===== config.mk =====
export PLATFORM = sky130hd
export DESIGN_NAME = uart_rx_sampler_mv
export DESIGN_NICKNAME = d
export VERILOG_FILES = /design/src/rtl/uart_pkg.sv /design/src/rtl/sync_nff.sv /design/src/rtl/uart_rx_sampler_mv.sv
export SDC_FILE = /design/constraint.sdc
export NUM_CORES = 1
export LEC_CHECK = 0
export ABC_AREA = 1
export BUFFER_PORTS_ARGS = -buffer_cell sky130_fd_sc_hd__clkbuf_2
export CELL_PAD_IN_SITES_DETAIL_PLACEMENT = 1
export CELL_PAD_IN_SITES_GLOBAL_PLACEMENT = 1
export CORE_MARGIN = 3
export CORE_UTILIZATION = 42
export DETAILED_ROUTE_END_ITERATION = 8
export GPL_TIMING_DRIVEN = 0
export PLACE_DENSITY_LB_ADDON = 0.05
export SETUP_SLACK_MARGIN = 0.05
export SYNTH_ARGS = -nofsm -noshare
export SYNTH_HDL_FRONTEND = slang
export SYNTH_SLANG_ARGS = --single-unit

===== constraint.sdc =====
create_clock -name clk -period 4.2 [get_ports clk]
set_input_delay 0 -clock clk [delete_from_list [all_inputs] [get_ports clk]]
set_output_delay 0 -clock clk [all_outputs]
set_load 0.01 [all_outputs]

===== src/rtl/uart_pkg.sv =====
// Shared UART RX definitions: sampler FSM encoding, idle line level and the
// default counter widths used by the edge counter, sampler and RX FSM.
package uart_pkg;

  localparam int PRESCALE_W_DEF = 8;
  localparam int CNT_W_DEF      = 16;

  localparam logic IDLE_LINE = 1'b1;

  typedef enum logic [1:0] {
    ST_IDLE    = 2'd0,
    ST_COLLECT = 2'd1,
    ST_REPORT  = 2'd2
  } sampler_state_e;

endpackage


===== src/rtl/sync_nff.sv =====
// N-stage flop synchroniser with a programmable reset level; DEPTH=0 is a
// straight wire for inputs that are already synchronous.
module sync_nff #(
  parameter int   DEPTH     = 2,
  parameter logic RESET_VAL = 1'b0
) (
  input  logic clk,
  input  logic rst_n,
  input  logic d,
  output logic q
);

  if (DEPTH == 0) begin : g_bypass
    assign q = d;
  end else begin : g_sync
    logic [DEPTH-1:0] stage_q;

    always_ff @(posedge clk or negedge rst_n) begin
      if (!rst_n) begin
        stage_q <= {DEPTH{RESET_VAL}};
      end else begin
        stage_q[0] <= d;
        for (int i = 1; i < DEPTH; i++) begin
          stage_q[i] <= stage_q[i-1];
        end
      end
    end

    assign q = stage_q[DEPTH-1];
  end

endmodule


===== src/rtl/uart_rx_sampler_mv.sv =====
// UART RX bit sampler: synchronises the line, collects a window of oversamples
// centred on the bit midpoint and reports the majority value with a noise flag.
module uart_rx_sampler_mv
  import uart_pkg::*;
#(
  parameter int PRESCALE_W  = PRESCALE_W_DEF,
  parameter int CNT_W       = CNT_W_DEF,
  parameter int NUM_SAMPLES = 3,
  parameter int SYNC_STAGES = 2
) (
  input  logic                  clk,
  input  logic                  rst,
  input  logic                  data,
  input  logic                  enable,
  input  logic [CNT_W-1:0]      edge_count,
  input  logic [PRESCALE_W-1:0] prescale,
  input  logic                  majority_en,
  output logic                  sampled_data,
  output logic                  valid,
  output logic                  noise,
  output logic                  cfg_err,
  output sampler_state_e        state_dbg
);

  localparam int SW = $clog2(NUM_SAMPLES + 1);
  localparam logic [PRESCALE_W:0] MIN_PRESCALE = (PRESCALE_W + 1)'(NUM_SAMPLES + 2);

  logic            data_s;
  sampler_state_e  state_q;
  logic [SW-1:0]   taken_q;
  logic [SW-1:0]   ones_q;
  logic            prescale_short;
  logic [SW-1:0]   n_eff;
  logic [CNT_W-1:0] win_start;
  logic [CNT_W-1:0] win_end;
  logic [CNT_W-1:0] next_ec;

  sync_nff #(
    .DEPTH     (SYNC_STAGES),
    .RESET_VAL (IDLE_LINE)
  ) u_sync_data (
    .clk   (clk),
    .rst_n (rst),
    .d     (data),
    .q     (data_s)
  );

  // Window is recomputed every cycle so config changes take effect at once;
  // a window that no longer lines up with edge_count aborts in COLLECT.
  always_comb begin
    prescale_short = {1'b0, prescale} < MIN_PRESCALE;
    n_eff          = (majority_en && !prescale_short) ? SW'(NUM_SAMPLES) : SW'(1);
    win_start      = CNT_W'(prescale >> 1) - CNT_W'((n_eff - SW'(1)) >> 1);
    win_end        = win_start + CNT_W'(n_eff - SW'(1));
    next_ec        = win_start + CNT_W'(taken_q);
  end

  // Output protocol: valid is a one-cycle pulse and is the only qualifier;
  // sampled_data and noise hold their last reported values between pulses.
  always_ff @(posedge clk or negedge rst) begin
    if (!rst) begin
      state_q      <= ST_IDLE;
      taken_q      <= '0;
      ones_q       <= '0;
      sampled_data <= IDLE_LINE;
      valid        <= 1'b0;
      noise        <= 1'b0;
      cfg_err      <= 1'b0;
    end else begin
      cfg_err <= majority_en && prescale_short;
      valid   <= 1'b0;
      if (!enable) begin
        state_q <= ST_IDLE;
        taken_q <= '0;
        ones_q  <= '0;
      end else begin
        case (state_q)
          ST_IDLE: begin
            if (edge_count == win_start) begin
              taken_q <= SW'(1);
              ones_q  <= SW'(data_s);
              state_q <= (n_eff == SW'(1)) ? ST_REPORT : ST_COLLECT;
            end
          end
          ST_COLLECT: begin
            if (edge_count == next_ec) begin
              taken_q <= taken_q + SW'(1);
              ones_q  <= ones_q + SW'(data_s);
              if (edge_count == win_end) begin
                state_q <= ST_REPORT;
              end
            end else begin
              state_q <= ST_IDLE;
              taken_q <= '0;
              ones_q  <= '0;
            end
          end
          ST_REPORT: begin
            // Vote against the samples actually taken for this bit.
            valid        <= 1'b1;
            sampled_data <= ones_q > ((taken_q - SW'(1)) >> 1);
            noise        <= (ones_q != '0) && (ones_q != taken_q);
            state_q      <= ST_IDLE;
            taken_q      <= '0;
            ones_q       <= '0;
          end
          default: begin
            state_q <= ST_IDLE;
            taken_q <= '0;
            ones_q  <= '0;
          end
        endcase
      end
    end
  end

  assign state_dbg = state_q;

endmodule


# --- Yosys cells after proc, flatten, opt, wreduce, memory -nomap -nowiden ---
# Cells that the tools add are included.
totals:
  ff_bits: 12
  in_bits: 29
  out_inout_bits: 6
  elab_cells: 51
op_classes:
  n_addsub: 7
  magnitude_cmp: 2
  eq_ne: 9
  mux: 17
  reduce_logical: 8
ops:
  columns: ["op", "count"]
  rows:
  - ["16-bit == test", 3]
  - ["2-bit 2-to-1 mux", 12]
  - ["16-bit adder", 1]
  - ["16-bit by 2-bit adder with 16-bit output", 1]
  - ["7-bit by 15-bit subtractor with 16-bit output", 1]
  - ["2-bit case mux with 2 select lines", 3]
  - ["8-bit by 3-bit less-than comparator with 1-bit output, second input constant", 1]
  - ["2-bit by 1-bit == test with 1-bit output, second input constant", 2]
  - ["4-bit != test, second input constant", 1]
  - ["2-bit AND reduction", 2]
  - ["1-bit logical AND", 3]
  - ["3-bit != test, second input constant", 1]
  - ["2-bit by 1-bit subtractor with 3-bit output, second input constant", 1]
  - ["2-bit by 1-bit adder with 2-bit output", 1]
  - ["2-bit by 1-bit adder with 2-bit output, second input constant", 1]
  - ["2-bit == test, second input constant", 1]
  - ["2-bit by 1-bit > comparator with 1-bit output", 1]
  - ["2-bit zero test", 1]
  - ["1-bit 2-to-1 mux", 2]
  - ["2-bit != test", 1]
  - ["2-bit nonzero test", 1]
  - ["2-bit by 1-bit subtractor with 2-bit output, second input constant", 1]
  - ["1-bit zero test", 1]

# --- Depth between registers and ports, before layout ---
# Gate-level depths: netlist (run 1).
depth:
  word_depth: 12
  depth_mapped: 25
  mapped_depth_nobuf: 25

# --- Modules after synthesis ---
# Synthesis (run 1) repeated with hierarchy kept, for this count alone.
hier_totals:
  cells_unflattened: 363
  area_unflattened_um2: 2059.5
by_module_without_submodules:
  columns: ["mod", "instances", "cells_each", "area_per_inst_um2", "seq_area_each_um2"]
  rows:
  - ["uart_rx_sampler_mv", 1, 361, 2006.9, 251.5]
  - ["sync_nff", 1, 2, 52.6, 52.6]

# --- Worst setup path after synthesis (run 1) ---
# No wires, ideal clock.
synth_path:
  kind: "input -> register"
  start: "input prescale[4]"
  end: "register state_q[1], in the netlist state_dbg[1]"
  setup_time_ns: 0.119
  arrival_time_ns: 2.742
  required_time_ns: 4.081
  setup_slack_ns: 1.339
  cell_stages: 23
  n_path_buf: 1
  cell_sequence: "nor2_2 > nand2_2 > inv_1 > nand3_1 > nand2_1 > inv_1 > ha_1 > ha_1 > inv_1 > fa_1 > buf_2 > inv_1 > nand3_1 > nand3_1 > nand3_1 > nor2_1 > nand3_1 > nor3_2 > nand3_1 > nor2_4 > nand3_1 > nand2_1 > nor2_1"
synth_via:
  elab_chain_cells: 11
  elab_cells_between_ends: 20
  cone_classes: "add/sub (4); order compare (1); eq/ne (6); mux (6); reduce/logical (3)"
synth_rtl:
  columns: ["element", "line", "rtl"]
  rows:
  - ["start, declared", "uart_rx_sampler_mv.sv:16", "input logic [PRESCALE_W-1:0] prescale,"]
  - ["8-bit by 3-bit less-than comparator with 1-bit output", "uart_rx_sampler_mv.sv:51", "prescale_short = {1'b0, prescale} < MIN_PRESCALE;"]
  - ["1-bit zero test", "uart_rx_sampler_mv.sv:52", "n_eff = (majority_en && !prescale_short) ? SW'(NUM_SAMPLES) : SW'(1);"]
  - ["1-bit logical AND", "uart_rx_sampler_mv.sv:52", null]
  - ["2-bit 2-to-1 mux", "uart_rx_sampler_mv.sv:52", null]
  - ["2-bit by 1-bit subtractor with 3-bit output", "uart_rx_sampler_mv.sv:53, uart_rx_sampler_mv.sv:54", null]
  - ["7-bit by 15-bit subtractor with 16-bit output", "uart_rx_sampler_mv.sv:53", "win_start = CNT_W'(prescale >> 1) - CNT_W'((n_eff - SW'(1)) >> 1);"]
  - ["16-bit by 2-bit adder with 16-bit output", "uart_rx_sampler_mv.sv:55", "next_ec = win_start + CNT_W'(taken_q);"]
  - ["16-bit == test", "uart_rx_sampler_mv.sv:86", "if (edge_count == next_ec) begin"]
  - ["2-bit 2-to-1 mux", "uart_rx_sampler_mv.sv:86", null]
  - ["2-bit case mux with 2 select lines", "uart_rx_sampler_mv.sv:77", "case (state_q)"]
  - ["2-bit 2-to-1 mux", "uart_rx_sampler_mv.sv:72", "if (!enable) begin"]
  - ["end signal, assigned", "uart_rx_sampler_mv.sv:82", "state_q <= (n_eff == SW'(1)) ? ST_REPORT : ST_COLLECT;"]
  - ["end, declared", "uart_rx_sampler_mv.sv:29", "sampler_state_e state_q;"]
# Parallel ways exist; a longest one is shown, timed or not. The select of a mux whose other input is x is not followed.
# A chain may end at the register's enable or synchronous reset.

# --- Worst setup path in the final report (run 1) ---
layout_path:
  start: "input majority_en"
  end: "register state_q[0], in the netlist state_dbg[0]"
layout_via:
  elab_chain_cells: 9
  elab_cells_between_ends: 18
  cone_classes: "add/sub (4); eq/ne (6); mux (6); reduce/logical (2)"
layout_rtl:
  columns: ["element", "line", "rtl"]
  rows:
  - ["start, declared", "uart_rx_sampler_mv.sv:17", "input logic majority_en,"]
  - ["1-bit logical AND (*)", "uart_rx_sampler_mv.sv:52", null]
  - ["2-bit 2-to-1 mux (*)", "uart_rx_sampler_mv.sv:52", null]
  - ["2-bit by 1-bit subtractor with 3-bit output", "uart_rx_sampler_mv.sv:53, uart_rx_sampler_mv.sv:54", null]
  - ["7-bit by 15-bit subtractor with 16-bit output", "uart_rx_sampler_mv.sv:53", null]
  - ["16-bit by 2-bit adder with 16-bit output", "uart_rx_sampler_mv.sv:55", null]
  - ["16-bit == test", "uart_rx_sampler_mv.sv:86", null]
  - ["2-bit 2-to-1 mux", "uart_rx_sampler_mv.sv:86", null]
  - ["2-bit case mux with 2 select lines", "uart_rx_sampler_mv.sv:77", null]
  - ["2-bit 2-to-1 mux", "uart_rx_sampler_mv.sv:72", null]
# Mark *: on every way between the ends. The rest lies on a longest branch, timed or not. The select of a mux whose other input is x is not followed.

==> run summary, run 1 <==
The global route total overflow is 0. The hold violation total from the final report came to 0. The combinational family with the most area after synthesis is simple AND/OR/NAND/NOR gates. The post-synthesis cell count came out at 396. The final-report max-slew violation count was 0. The number of fill cells is 772. The kind of path behind the tightest hold check is in2reg. The final clock skew came out at 0.005132 ns. The global-route wire length before repair is 12.45 mm. The class of the most critical setup path is in2reg. The final setup TNS came out at 0 ns. The final setup violation count came out at 0. The routed wire length came out at 7.220 mm. TritonCTS built the clock tree.

Of the total synthesized cell area, the portion taken by XOR and XNOR cells is 0.03876. The register area share after synthesis came out at 0.1346. The first-pass iteration count of the detailed router is 4. The maximum resistive drop on vdd came out at 0.2335 mV. The mean number of vias per cell came out at 5.207.

From left edge to right edge, the die measures 79.35 um. After global routing, the most crowded layer is met2. The clock-pin slew on the worst setup and hold paths is 0.05 ns. Entering global routing, the biggest net connects 13 pins.

The post-synthesis compound-gate area fraction is 0.05150. The critical path data required time came out at 4.32 ns. The number of antenna violations at the first check in global routing is 0. When the netlist entered floorplanning its net count stood at 435. The number of antenna diodes in the final layout is 0. The HPWL after detailed placement is 6.246 mm. After synthesis, the netlist uses 31 different library cells. STA classifies the critical path endpoint as a flip-flop. In the layout the commonest cells are nand2_1 (129), inv_1 (61), nand3_1 (47). The total die area came out at 0.006296 mm^2. The met1 track demand over resource is 0.3299.

During I/O placement, the number of pins put on the boundary was 35. Of the total power, the clock network draws 0.231. The buffer type at the clock tree root is clkbuf_8. In the routed design, unresolved DRC markers number 0.

The actual slew at the worst max-slew pin came out at 0.6767 ns. The fraction of power spent switching nets came out at 0.4153. The share of total power dissipated in combinational logic is 0.465. The sequential share of power is 0.303. Relative to the synthesized area, the layout overhead comes to 14.73%. The number of synthesized register bits came out at 12. The longest clock path from root to sink contains 2 buffers.

The synthesized area per cell came out at 5.706 um^2. The post-CTS setup-driven buffer insertion count is 0. The per-cell routed wire length is 14.24 um. The most frequent standard cell in the layout excluding fill and tap cells is nand2_1.

The sink count of the clock tree is 12. The met2 track demand over resource came out at 0.4259. The first routing iteration left 96 violations. Headroom to the max-slew limit came out at 0.5473.

The run finished with clean final reports. Max-cap violations in this run came to 0. The final critical path time including I/O delays and setup came out at 3.456 ns. The multiplexer fraction of the synthesized cell area is 0. The floorplan step set the die height to 79.35 um. The ratio of final minimum period to clock period came out at 0.8229. The internal power component is 274.2 uW. The category of the worst setup path launch point is an input port. The most used flip-flop cell after synthesis is dfrtp_1. The leakage component of the power is 0.001470 uW. The met3 routing resource usage after global routing is 0.04082. The number of rows created at floorplan is 26. The number of global-route vias before repair came out at 2,739.

Of the total synthesized cell area, the portion taken by AND, OR, NAND and NOR gates is 0.5980. The synthesis warning total came out at 0. The post-synth design cell area is 0.002260 mm^2. The worst path arrival time came out at 3.57 ns. The reported net switching power is 194.8 uW.

For this design the ratio of total power to cell area is 180.9 mW/mm^2. Measured on the finished design, the core utilization comes to 0.5044. The timing-limited maximum frequency came out at 289.3 MHz.

The count of nets left with antenna violations after detail routing is 0. The total routing usage reported by global routing came out at 0.2474. Setup repair after global routing left no endpoint under its margin. The number of hold buffers added after CTS came out at 3.

The share of layout cells above drive strength 1 is 0.1876. Of the total synthesized cell area, the portion taken by full adders, half adders and majority gates is 0.05869. The total clock buffers created by CTS came out at 3. The number of resized instances in the post-cts repair step is 0.

The largest fanout on the critical path came out at 7. The clock latency on the worst-skew pair came out at 0.24 ns. The fraction of registers with async set/reset is 1.000. Buffers placed on the I/O ports in this run total 34.

The initial core utilization is 0.4396. The number of flops mapped to enable cells by yosys came out at 0. After the last flow step, the layout net total stands at 477. The H-tree depth is 1. The routability congestion estimate came out at 0.9315. The total number of vias came out at 2,640. The core region area came out at 0.005140 mm^2.
[worst paths after layout]
check	startpoint	endpoint	slack (ns)	cells after the start
setup / recovery	majority_en	state_dbg[0]	0.74	21
hold / removal	prescale[0]	cfg_err	0.08	4
setup reg to reg	taken_q[0]	state_dbg[1]	1.47	15
hold reg to reg	u_sync_data.g_sync.stage_q[0]	u_sync_data.g_sync.stage_q[1]	0.36	0
max in group asynchronous	rst	u_sync_data.g_sync.stage_q[0]	3.72	2
min in group asynchronous	rst	taken_q[1]	0.18	2
[layer usage]
layer  routed length [um]  up-vias
met1                 3450     1241
met2                 3399       43
met5                    0        -
met4                   95        0
li1                     -     1348
met3                  274        8
[registers in the layout, summed over array words and instances, names as in the netlist]
register,cells
sampled_data,1
noise,1
cfg_err,1
state_dbg,2
valid,1
ones_q,2
taken_q,2
u_sync_data.g_sync.stage_q,2
[kinds of logic (layout without fill, tap and decap cells)]
group | count (synthesis) | count (layout)
fa+ha+maj | 10 | 10
simple gates | 275 | 275
xor+xnor | 10 | 10
buf+inv | 67 | 108
compound gates | 22 | 22
flops | 12 | 12
[through the flow]
step | std cells | cell area, um^2 | total power (uW) | worst slack (ns) | hold slack [ns]
2_1_floorplan | 396 | 2260 | 284.3 | 1.339 | -0.2956
3_3_place_gp | 500 | 2517 | 350.0 | 0.6395 | -0.1003
3_5_place_dp | 500 | 2517 | 360.1 | 0.5386 | -0.09939
4_1_cts | 507 | 2592 | 472.7 | 0.7736 | 0.08444
5_1_grt | 507 | 2592 | 512.3 | 0.4258 | 0.1132
6_report | 507 | 2592 | 469.0 | 0.7437 | 0.07738
[synthesized netlist by cell type (2+ instances only)]
library cell  count  share of area
nor2_2            4          0.011
nand3b_1          2         0.0066
nor2_8            2          0.018
nor2_4            6          0.030
o21ai_1           3         0.0066
dfrtp_1           9           0.10
nand2_1         129           0.21
nor3_1            5          0.011
nor2_1           38          0.063
nor3_2            3          0.013
a21oi_1           5          0.011
inv_2             3         0.0050
xor2_1            6          0.023
buf_6             2          0.010
o21ai_0          11          0.024
dfstp_2           3          0.035
ha_1              9          0.050
xnor2_1           4          0.016
nand2_4           2          0.010
nand4_1          19          0.053
nand3_1          47           0.10
inv_1            61           0.10
nand2_2          15          0.042
[worst max-delay path, stage by stage]
cell and delay, ns:
dlygate4sd3_1 0.52, clkbuf_2 0.11, nand2_1 0.05, inv_1 0.15
ha_1 0.38, ha_1 0.37, nand3_1 0.17, nor2_1 0.13
ha_1 0.28, inv_1 0.18, nand2_4 0.11, nor3_1 0.33
nand2_1 0.09, nand2_1 0.13, nand2_1 0.06, inv_1 0.05
nand2_1 0.06, nor2_1 0.12, nand3_1 0.10, nand4_1 0.10
o21ai_0 0.08
[power groups by stage]
stage	sequential, uW	clock [uW]	combinational [uW]
floorplan	145	0	139
global placement	143	0	207
detailed placement	144	0	216
CTS	142	111	219
global route	144	119	249
finish	142	108	218
[final cells by class]
class | count | area [um^2] | area share
multi-input cells | 317 | 1688 | 0.6511
plain buffers | 3 | 27.53 | 0.01062
repair buffers | 37 | 200.2 | 0.07722
inverters | 64 | 240.2 | 0.09266
well taps | 70 | 87.58 | 0.03378
clock buffers | 4 | 45.04 | 0.01737
flip-flops and latches | 12 | 304.0 | 0.1173
(Power assumes the default switching activity.)
==> run 2, diff against run 1 <==
--- a/config.mk
+++ b/config.mk
@@ -5,12 +5,12 @@
 export SDC_FILE = /design/constraint.sdc
 export NUM_CORES = 1
 export LEC_CHECK = 0
-export ABC_AREA = 1
+export ABC_AREA = 0
 export BUFFER_PORTS_ARGS = -buffer_cell sky130_fd_sc_hd__clkbuf_2
 export CELL_PAD_IN_SITES_DETAIL_PLACEMENT = 1
 export CELL_PAD_IN_SITES_GLOBAL_PLACEMENT = 1
 export CORE_MARGIN = 3
-export CORE_UTILIZATION = 42
+export CORE_UTILIZATION = 40
 export DETAILED_ROUTE_END_ITERATION = 8
 export GPL_TIMING_DRIVEN = 0
 export PLACE_DENSITY_LB_ADDON = 0.05
==> constraint.sdc (replaced) <==
create_clock -name clk -period 3.4 [get_ports clk]
set_input_delay 0 -clock clk [delete_from_list [all_inputs] [get_ports clk]]
set_output_delay 0 -clock clk [all_outputs]
set_load 0.01 [all_outputs]
==> run 2 against run 1 <==
  * Clock power rose by 28%
  * Worst setup slack got worse by 0.76 ns
  * The flow now finishes with violations (negative setup slack)
  * Area after synthesis fell by 27%
  * Cell area fell by 6.9%
  * Register-to-register slack got worse by 0.89 ns
  * Worst hold slack got worse by 0.030 ns
==> run summary, run 2 <==
The final clock skew came to 0.007488 ns (+0.002356 ns). The worst register-to-register path begins at taken_q[1]. The TritonCTS clock tree is built.

The final setup violation count is 1 (+1). The pre-CTS setup slack came out at -0.6765 ns (-1.215 ns). The global route total overflow is 0 (unchanged). The hold violation total from the final report came out at 0 (unchanged).

Setup repair after global routing could not meet its margin everywhere. The max-cap violation count came out at 0 (unchanged). The remaining design rule violation count came to 0 (unchanged).

The number of cells in the finished layout apart from fillers is 328 (-35%). The timing-limited maximum frequency is 292.9 MHz. The top-level I/O count came out at 35 (unchanged).

The critical path data required time is 3.57 ns (-0.75 ns). The routability congestion estimate is 0.8884 (-4.6%). The number of buffers added on ports came out at 33 (-2.9%). The commonest cells after synthesis are nand2_1 (25), xnor2_1 (15), nor2_1 (14). For this run, the leading register cell type out of synthesis is dfrtp_1. The checks that failed: negative setup slack.

The number of fill cells is 467 (-40%). The leakage component of the power came out at 0.001028 uW (-30%). The library cell used most frequently in the layout, excluding fill and tap cells, is buf_4.

The post-synth design cell area came out at 0.001654 mm^2 (-27%). The worst hold path belongs to the class in2reg. The global-route wire length before repair came out at 11.60 mm (-6.9%).

The buffer type at the clock tree root is clkbuf_8. The category of the worst setup path launch point is an input port. The total routing usage reported by global routing was 0.3036 (+0.05617). The fraction of registers with async set/reset is 1.000 (unchanged). The sink count of the clock tree was 12 (unchanged). The actual slew at the worst max-slew pin came out at 0.6938 ns (+0.01715 ns). The number of cells on the worst reg-to-reg path was 10 (-5). The HPWL after detailed placement was 4.313 mm (-31%). The final worst hold slack is 0.04696 ns (-0.03042 ns). The mean number of vias per cell is 6.140 (+18%). In the layout the commonest cells are buf_4 (37), clkbuf_2 (32), nand2_1 (23).

The violation count after the first detailed-route iteration was 181 (+89%). The per-cell routed wire length came to 22.20 um (+56%). The count of nets left with antenna violations after detail routing came out at 0 (unchanged). The ratio of final minimum period to clock period is 1.004. The die height is 70.31 um (-11%). The synthesized design spends more area on one cell type than any other, namely dfrtp_1. The net count of the mapped netlist came out at 246 (-43%). The routed design could run at a clock period as short as 3.414 ns. The worst setup path is of the in2reg kind. The core region area is 0.003826 mm^2 (-26%). The total number of vias was 2,014 (-24%). The deepest clock path buffer count is 2 (unchanged). The H-tree depth is 1 (unchanged). The number of synthesized register bits is 12 (unchanged). The number of global-route vias before repair came out at 2,265 (-17%). The capture point of the worst path is ones_q[0]. The first-pass iteration count of the detailed router is 4 (unchanged). The endpoint identified for the worst register-to-register timing path is ones_q[0]. The total die area is 0.004943 mm^2 (-21%). The post-synthesis cell count is 207 (-48%). The clock-pin slew on the worst setup and hold paths is 0.06 ns (about the same).

The largest fanout on the critical path is 4 (-3). The reg2reg setup slack is 0.58 ns (-0.89 ns). The worst path arrival time is 3.58 ns (about the same).

The top-area cell type share of the netlist area was 0.1362 (-0.07813). The synthesized area per cell is 7.991 um^2 (+40%). The minimum setup slack in the final design is -0.01361 ns (-0.7573 ns).

The register area share after synthesis is 0.1838 (+0.04926). The synthesis warning total came to 0 (unchanged). The number of flops mapped to enable cells by yosys is 0 (unchanged). The clock latency on the worst-skew pair is 0.25 ns (about the same).

The largest net degree at the start of global routing came out at 13 (unchanged). The initial core utilization is 0.4323 (-0.007321). The final antenna diode count came to 0 (unchanged).

In the post-synthesis netlist, the cell with the most instances is nand2_1. The final-report max-slew violation count is 0 (unchanged). The worst slew slack as a fraction of its limit is 0.5332 (-0.01417).

The run finished, with violations left. The number of antenna violations at the first check in global routing is 0 (unchanged). The cell count after placement came out at 288 (-42%). The number of rows created at floorplan came out at 22 (-15%). The critical path starts at prescale[6]. The share of layout cells above drive strength 1 is 0.4036 (+0.2159). The number of distinct library cells after synthesis is 58 (+87%).

The routed wire length is 7.280 mm (+0.83%). The maximum resistive drop on vdd was 0.2597 mV (+11%). By area the synthesized netlist is led by dfrtp_1 (14%), xnor2_1 (7.9%), ha_1 (6.8%). The area added between synthesis and finish came out at 45.92%. The worst setup path is captured at a flip-flop. The horizontal die dimension was 70.31 um (-11%). The net count reported at finish was 320 (-33%). The total clock buffers created by CTS is 3 (unchanged).

The power density relative to cell area is 222.8 mW/mm^2 (+23%).
[run 2: cell count changes in the layout (fill, tap and decap cells not counted), moves of 11 or more]
cell / before / now
nand3_1: 47 / 5
xnor2_1: 4 / 15
nand2_1: 129 / 23
nand2_2: 15 / 2
nand4_1: 19 / 7
inv_1: 61 / 8
buf_4: 0 / 37
nor2_1: 38 / 13
[run 2: cell type report]
class | count | area, um^2 | share of cell area
multi-input combinational | 178 | 1455 | 0.6029
inverter | 10 | 40.04 | 0.01659
clock buffer | 4 | 45.04 | 0.01866
timing repair buffer | 72 | 483.0 | 0.2001
tap | 48 | 60.06 | 0.02488
buffer | 4 | 26.28 | 0.01089
sequential | 12 | 304.0 | 0.1260
[run 2: power breakdown]
group	internal [uW]	leakage (uW)	switching (uW)
clock network	82.7	0.0000228	55.0
logic	109	0.000851	133
registers	153	0.000154	5.18
total	345	0.00103	193
[run 2: logic make-up (layout without fill, tap and decap cells)]
family	count (synthesis)	count (layout)	share of synthesized area
AND/OR/NAND/NOR	92	92	0.3169
buffers and inverters	17	90	0.04312
XOR/XNOR	26	26	0.1460
adder cells (fa/ha/maj)	10	10	0.08018
AO/OA/AOI/OAI	45	45	0.1997
flip-flops	12	12	0.1838
multiplexers	5	5	0.03026
[run 2: repair_timing]
action,CTS,global route
gates cloned,0,0
endpoints found under the hold margin,13,0
resized for setup,17,6
buffers inserted,33,5
endpoints found under the setup margin,6,6
pin swaps,20,12
hold buffers,2,0
[run 2: routing by layer]
| metal | vias up | track usage | wire length [um] |
|---|---|---|---|
| met3 | 39 | 0.06331 | 505 |
| met4 | 0 | 0.1894 | 444 |
| met5 | - | 0 | 0 |
| met2 | 103 | 0.5052 | 3533 |
| met1 | 968 | 0.3504 | 2797 |
| li1 | 904 | - | - |
[run 2: worst min-delay path by stage]
stage / slack (ns) / endpoint / startpoint / depth (start not counted)
final: 0.05 / cfg_err / majority_en / 2
after global routing: 0.05 / cfg_err / majority_en / 2
after CTS: 0.03 / cfg_err / majority_en / 2
after detailed placement: -0.1 / state_dbg[1] / rst / 1
after global placement: -0.11 / cfg_err / rst / 1
after floorplan: -0.30 / cfg_err / rst / 0
[run 2: per-stage QoR]
stage | power, uW | instance area, um^2 | setup TNS [ns] | util
6_report | 537.8 | 2414 | -0.01361 | 0.6308
5_1_grt | 566.7 | 2414 | -0.4616 | 0.6308
4_1_cts | 518.8 | 2367 | -0.02314 | 0.6187
3_5_place_dp | 341.8 | 1968 | -3.583 | 0.5144
3_3_place_gp | 332.1 | 1968 | -2.960 | 0.5144
2_1_floorplan | 276.4 | 1743 | 0 | -
[run 2: worst max-delay path, cell delays in order]
cell and delay [ns]:
clkbuf_16 0.12, or4_4 0.54, nor2_4 0.12, nand2_2 0.06
nand2_2 0.09, inv_2 0.06, ha_4 0.16, ha_4 0.28
inv_4 0.05, ha_4 0.21, a21o_4 0.23, xnor2_1 0.13
o32a_1 0.36, o221ai_2 0.19, nand4_1 0.20, nor4_4 0.34
buf_4 0.18, nand3b_1 0.08, a22oi_1 0.16
==> run 3, diff against run 2 <==
--- a/config.mk
+++ b/config.mk
@@ -15,6 +15,7 @@
 export GPL_TIMING_DRIVEN = 0
 export PLACE_DENSITY_LB_ADDON = 0.05
 export SETUP_SLACK_MARGIN = 0.05
+export SKIP_LAST_GASP = 1
 export SYNTH_ARGS = -nofsm -noshare
 export SYNTH_HDL_FRONTEND = slang
 export SYNTH_SLANG_ARGS = --single-unit
==> run 3 against run 2 <==
  * The flow still finishes with violations (negative setup slack)
  * Clock skew stayed put
  * Core utilization unchanged
  * Die area did not move
  * First-iteration DRC count is the same
  * Worst hold slack did not move
  * Sequential share of layout area stayed put
  * Total power is the same
  * Maximum frequency did not move
  * Clock power about the same
  * Critical path type unchanged
==> run summary, run 3 (same netlist as run 2, synthesis figures left out) <==
The run finished, with violations left. The checks that failed: negative setup slack. The worst setup path is of the in2reg kind. The critical path data required time is 3.57 ns (about the same).

The total die area was 0.004943 mm^2 (unchanged). The first-pass iteration count of the detailed router came to 4 (unchanged). The count of nets left with antenna violations after detail routing is 0 (unchanged).

The routed wire length is 7.280 mm (unchanged). The largest fanout on the critical path is 4 (unchanged). The power density relative to cell area is 222.8 mW/mm^2 (unchanged). The power consumption came out at 537.8 uW (unchanged). The internal power component is 344.8 uW (unchanged). The final-report max-slew violation count was 0 (unchanged). The final worst hold slack is 0.04696 ns (unchanged). The number of rows created at floorplan came to 22 (unchanged). The HPWL after detailed placement came to 4.313 mm (unchanged). STA classifies the critical path startpoint as an input port. In this run the critical register-to-register path is captured at ones_q[0]. The hold violation total from the final report was 0 (unchanged). The final setup violation count came out at 1 (unchanged). In the layout the commonest cells are buf_4 (37), clkbuf_2 (32), nand2_1 (23). The depth of the critical timing path with buffers and inverters included is 19 (unchanged). The signal on the critical path passes through clkbuf_16 -> or4_4 -> nor2_4 -> nand2_2 -> nand2_2 -> inv_2 -> ha_4 -> ha_4 -> inv_4 -> ha_4 -> a21o_4 -> xnor2_1 -> o32a_1 -> o221ai_2 -> nand4_1 -> nor4_4 -> buf_4 -> nand3b_1 -> a22oi_1.

The routability congestion estimate was 0.8884 (unchanged). The minimum setup slack in the final design is -0.01361 ns (unchanged). The kind of path behind the tightest hold check is in2reg. The critical path's largest stage delay is 0.54 ns (about the same). The largest individual stage delay along the critical path comes from the cell or4_4. The total clock buffers created by CTS came to 3 (unchanged). The number of global-route vias before repair was 2,265 (unchanged). The number of buffers added on ports is 33 (unchanged). The final clock skew was 0.007488 ns (unchanged).

The top-level I/O count came out at 35 (unchanged). The initial core utilization is 0.4323 (unchanged). The mean number of vias per cell is 6.140 (unchanged).

The logic gate share of total power was 0.449 (about the same). The maximum resistive drop on vdd is 0.2597 mV (unchanged). The clock latency on the worst-skew pair is 0.25 ns (about the same). The ratio of final minimum period to clock period was 1.004 (unchanged). The critical path launch point is prescale[6]. The number of cells on the worst reg-to-reg path came out at 10 (unchanged). The actual slew at the worst max-slew pin was 0.6938 ns (unchanged). The cell family contributing the most delay on the critical path is simple AND/OR/NAND/NOR gates.

The largest net degree at the start of global routing came out at 13 (unchanged). The part of the total power dissipated in the clock network is 0.256 (about the same). The clock-pin slew on the worst setup and hold paths is 0.06 ns (about the same). TritonCTS built the clock tree. The worst setup path is captured at a flip-flop.

The final critical path time including I/O delays and setup came out at 3.414 ns (unchanged). The leakage component of the power is 0.001028 uW (unchanged). The met3 routing resource usage after global routing is 0.06331 (unchanged). The max-cap violation count came to 0 (unchanged).

Leaving out fill and tap cells, the most frequent cell in the layout is buf_4. The buffer and inverter count on the worst path was 4 (unchanged). The timing-limited maximum frequency came out at 292.9 MHz (unchanged).

The net count reported at finish came out at 320 (unchanged). The met2 track demand over resource is 0.5052 (unchanged). The final setup TNS was -0.01361 ns (unchanged). In this run the critical register-to-register path is launched from taken_q[1].

The remaining design rule violation count is 0 (unchanged). The worst slew slack as a fraction of its limit came out at 0.5332 (unchanged). The deepest clock path buffer count is 2 (unchanged). The global route total overflow is 0 (unchanged).

The capture point of the worst path is ones_q[0]. The horizontal die dimension is 70.31 um (unchanged). In this design, the critical path's most frequently occurring cell is ha_4. The reported net switching power came to 193.0 uW (unchanged). The worst path arrival time is 3.58 ns (about the same). The reg2reg setup slack is 0.58 ns (about the same).

The share of layout cells above drive strength 1 came to 0.4036 (unchanged). The violation count after the first detailed-route iteration was 181 (unchanged). The total number of vias was 2,014 (unchanged). The final antenna diode count came to 0 (unchanged). Setup repair after global routing could not meet its margin everywhere. The per-cell routed wire length is 22.20 um (unchanged). The die height is 70.31 um (unchanged). The sink count of the clock tree was 12 (unchanged). The total routing usage reported by global routing is 0.3036 (unchanged). The H-tree depth is 1 (unchanged). The fraction of power spent switching nets came to 0.3588 (unchanged).

The global-route wire length before repair is 11.60 mm (unchanged). The number of antenna violations at the first check in global routing is 0 (unchanged). The tree is rooted in a clkbuf_8. The area added between synthesis and finish came out at 45.92% (unchanged). The layer flagged by global routing as most heavily used is met2. The core region area came to 0.003826 mm^2 (unchanged). The met1 track demand over resource came out at 0.3504 (unchanged). The sequential share of power came out at 0.295 (about the same).
==> run 3: cell counts in the layout (fill, tap and decap cells not counted) <==
Identical to the previous run, type by type.
==> run 3: power by group through the flow <==
stage               clock [uW]  sequential, uW  combinational, uW
finish                     138             158                242
global route               148             160                259
CTS                        140             158                221
detailed placement           0             160                181
global placement             0             160                172
floorplan                    0             162                114
==> run 3: worst min path at each step <==
stage	to	cells after the start	start	slack [ns]
2_1_floorplan	cfg_err	0	rst	-0.30
3_3_place_gp	cfg_err	1	rst	-0.11
3_5_place_dp	state_dbg[1]	1	rst	-0.1
4_1_cts	cfg_err	2	majority_en	0.03
5_1_grt	cfg_err	2	majority_en	0.05
6_report	cfg_err	2	majority_en	0.05
==> run 3: repair_timing <==
action | 4_1_cts | 5_1_grt
hold buffers | 2 | 0
setup buffers | 33 | 5
endpoints found under the hold margin | 13 | 0
endpoints found under the setup margin | 6 | 6
gates resized for setup | 17 | 6
pin swaps | 20 | 12
==> run 3: cell type report <==
| class | count | area (um^2) |
|---|---|---|
| tap | 48 | 60.06 |
| timing repair buffer | 72 | 483.0 |
| fill | 467 | 1413 |
| buffer | 4 | 26.28 |
| multi-input combinational | 178 | 1455 |
| clock buffer | 4 | 45.04 |
| sequential | 12 | 304.0 |
| inverter | 10 | 40.04 |
==> run 3: per-layer routing <==
metal | share of wire | vias to the layer above
met2 | 0.49 | 103
met1 | 0.38 | 968
met4 | 0.061 | 0
met5 | 0 | -
met3 | 0.069 | 39
li1 | - | 904
==> run 3: through the flow <==
step	setup slack (ns)	std cells	area [um^2]	utilization
floorplan	0.05169	207	1743	-
global placement	-0.6022	288	1968	0.5144
detailed placement	-0.6765	288	1968	0.5144
CTS	-0.02314	326	2367	0.6187
global route	-0.1603	328	2414	0.6308
finish	-0.01361	328	2414	0.6308
==> run 3: worst register-to-register path, delay by kind of cell, from the launching register on <==
kind	cells	cell delay (ns)
buf+inv	1	0.18
flops	1	0.60
xor+xnor	1	0.13
simple gates	3	0.62
fa+ha+maj	1	0.28
compound gates	4	0.94
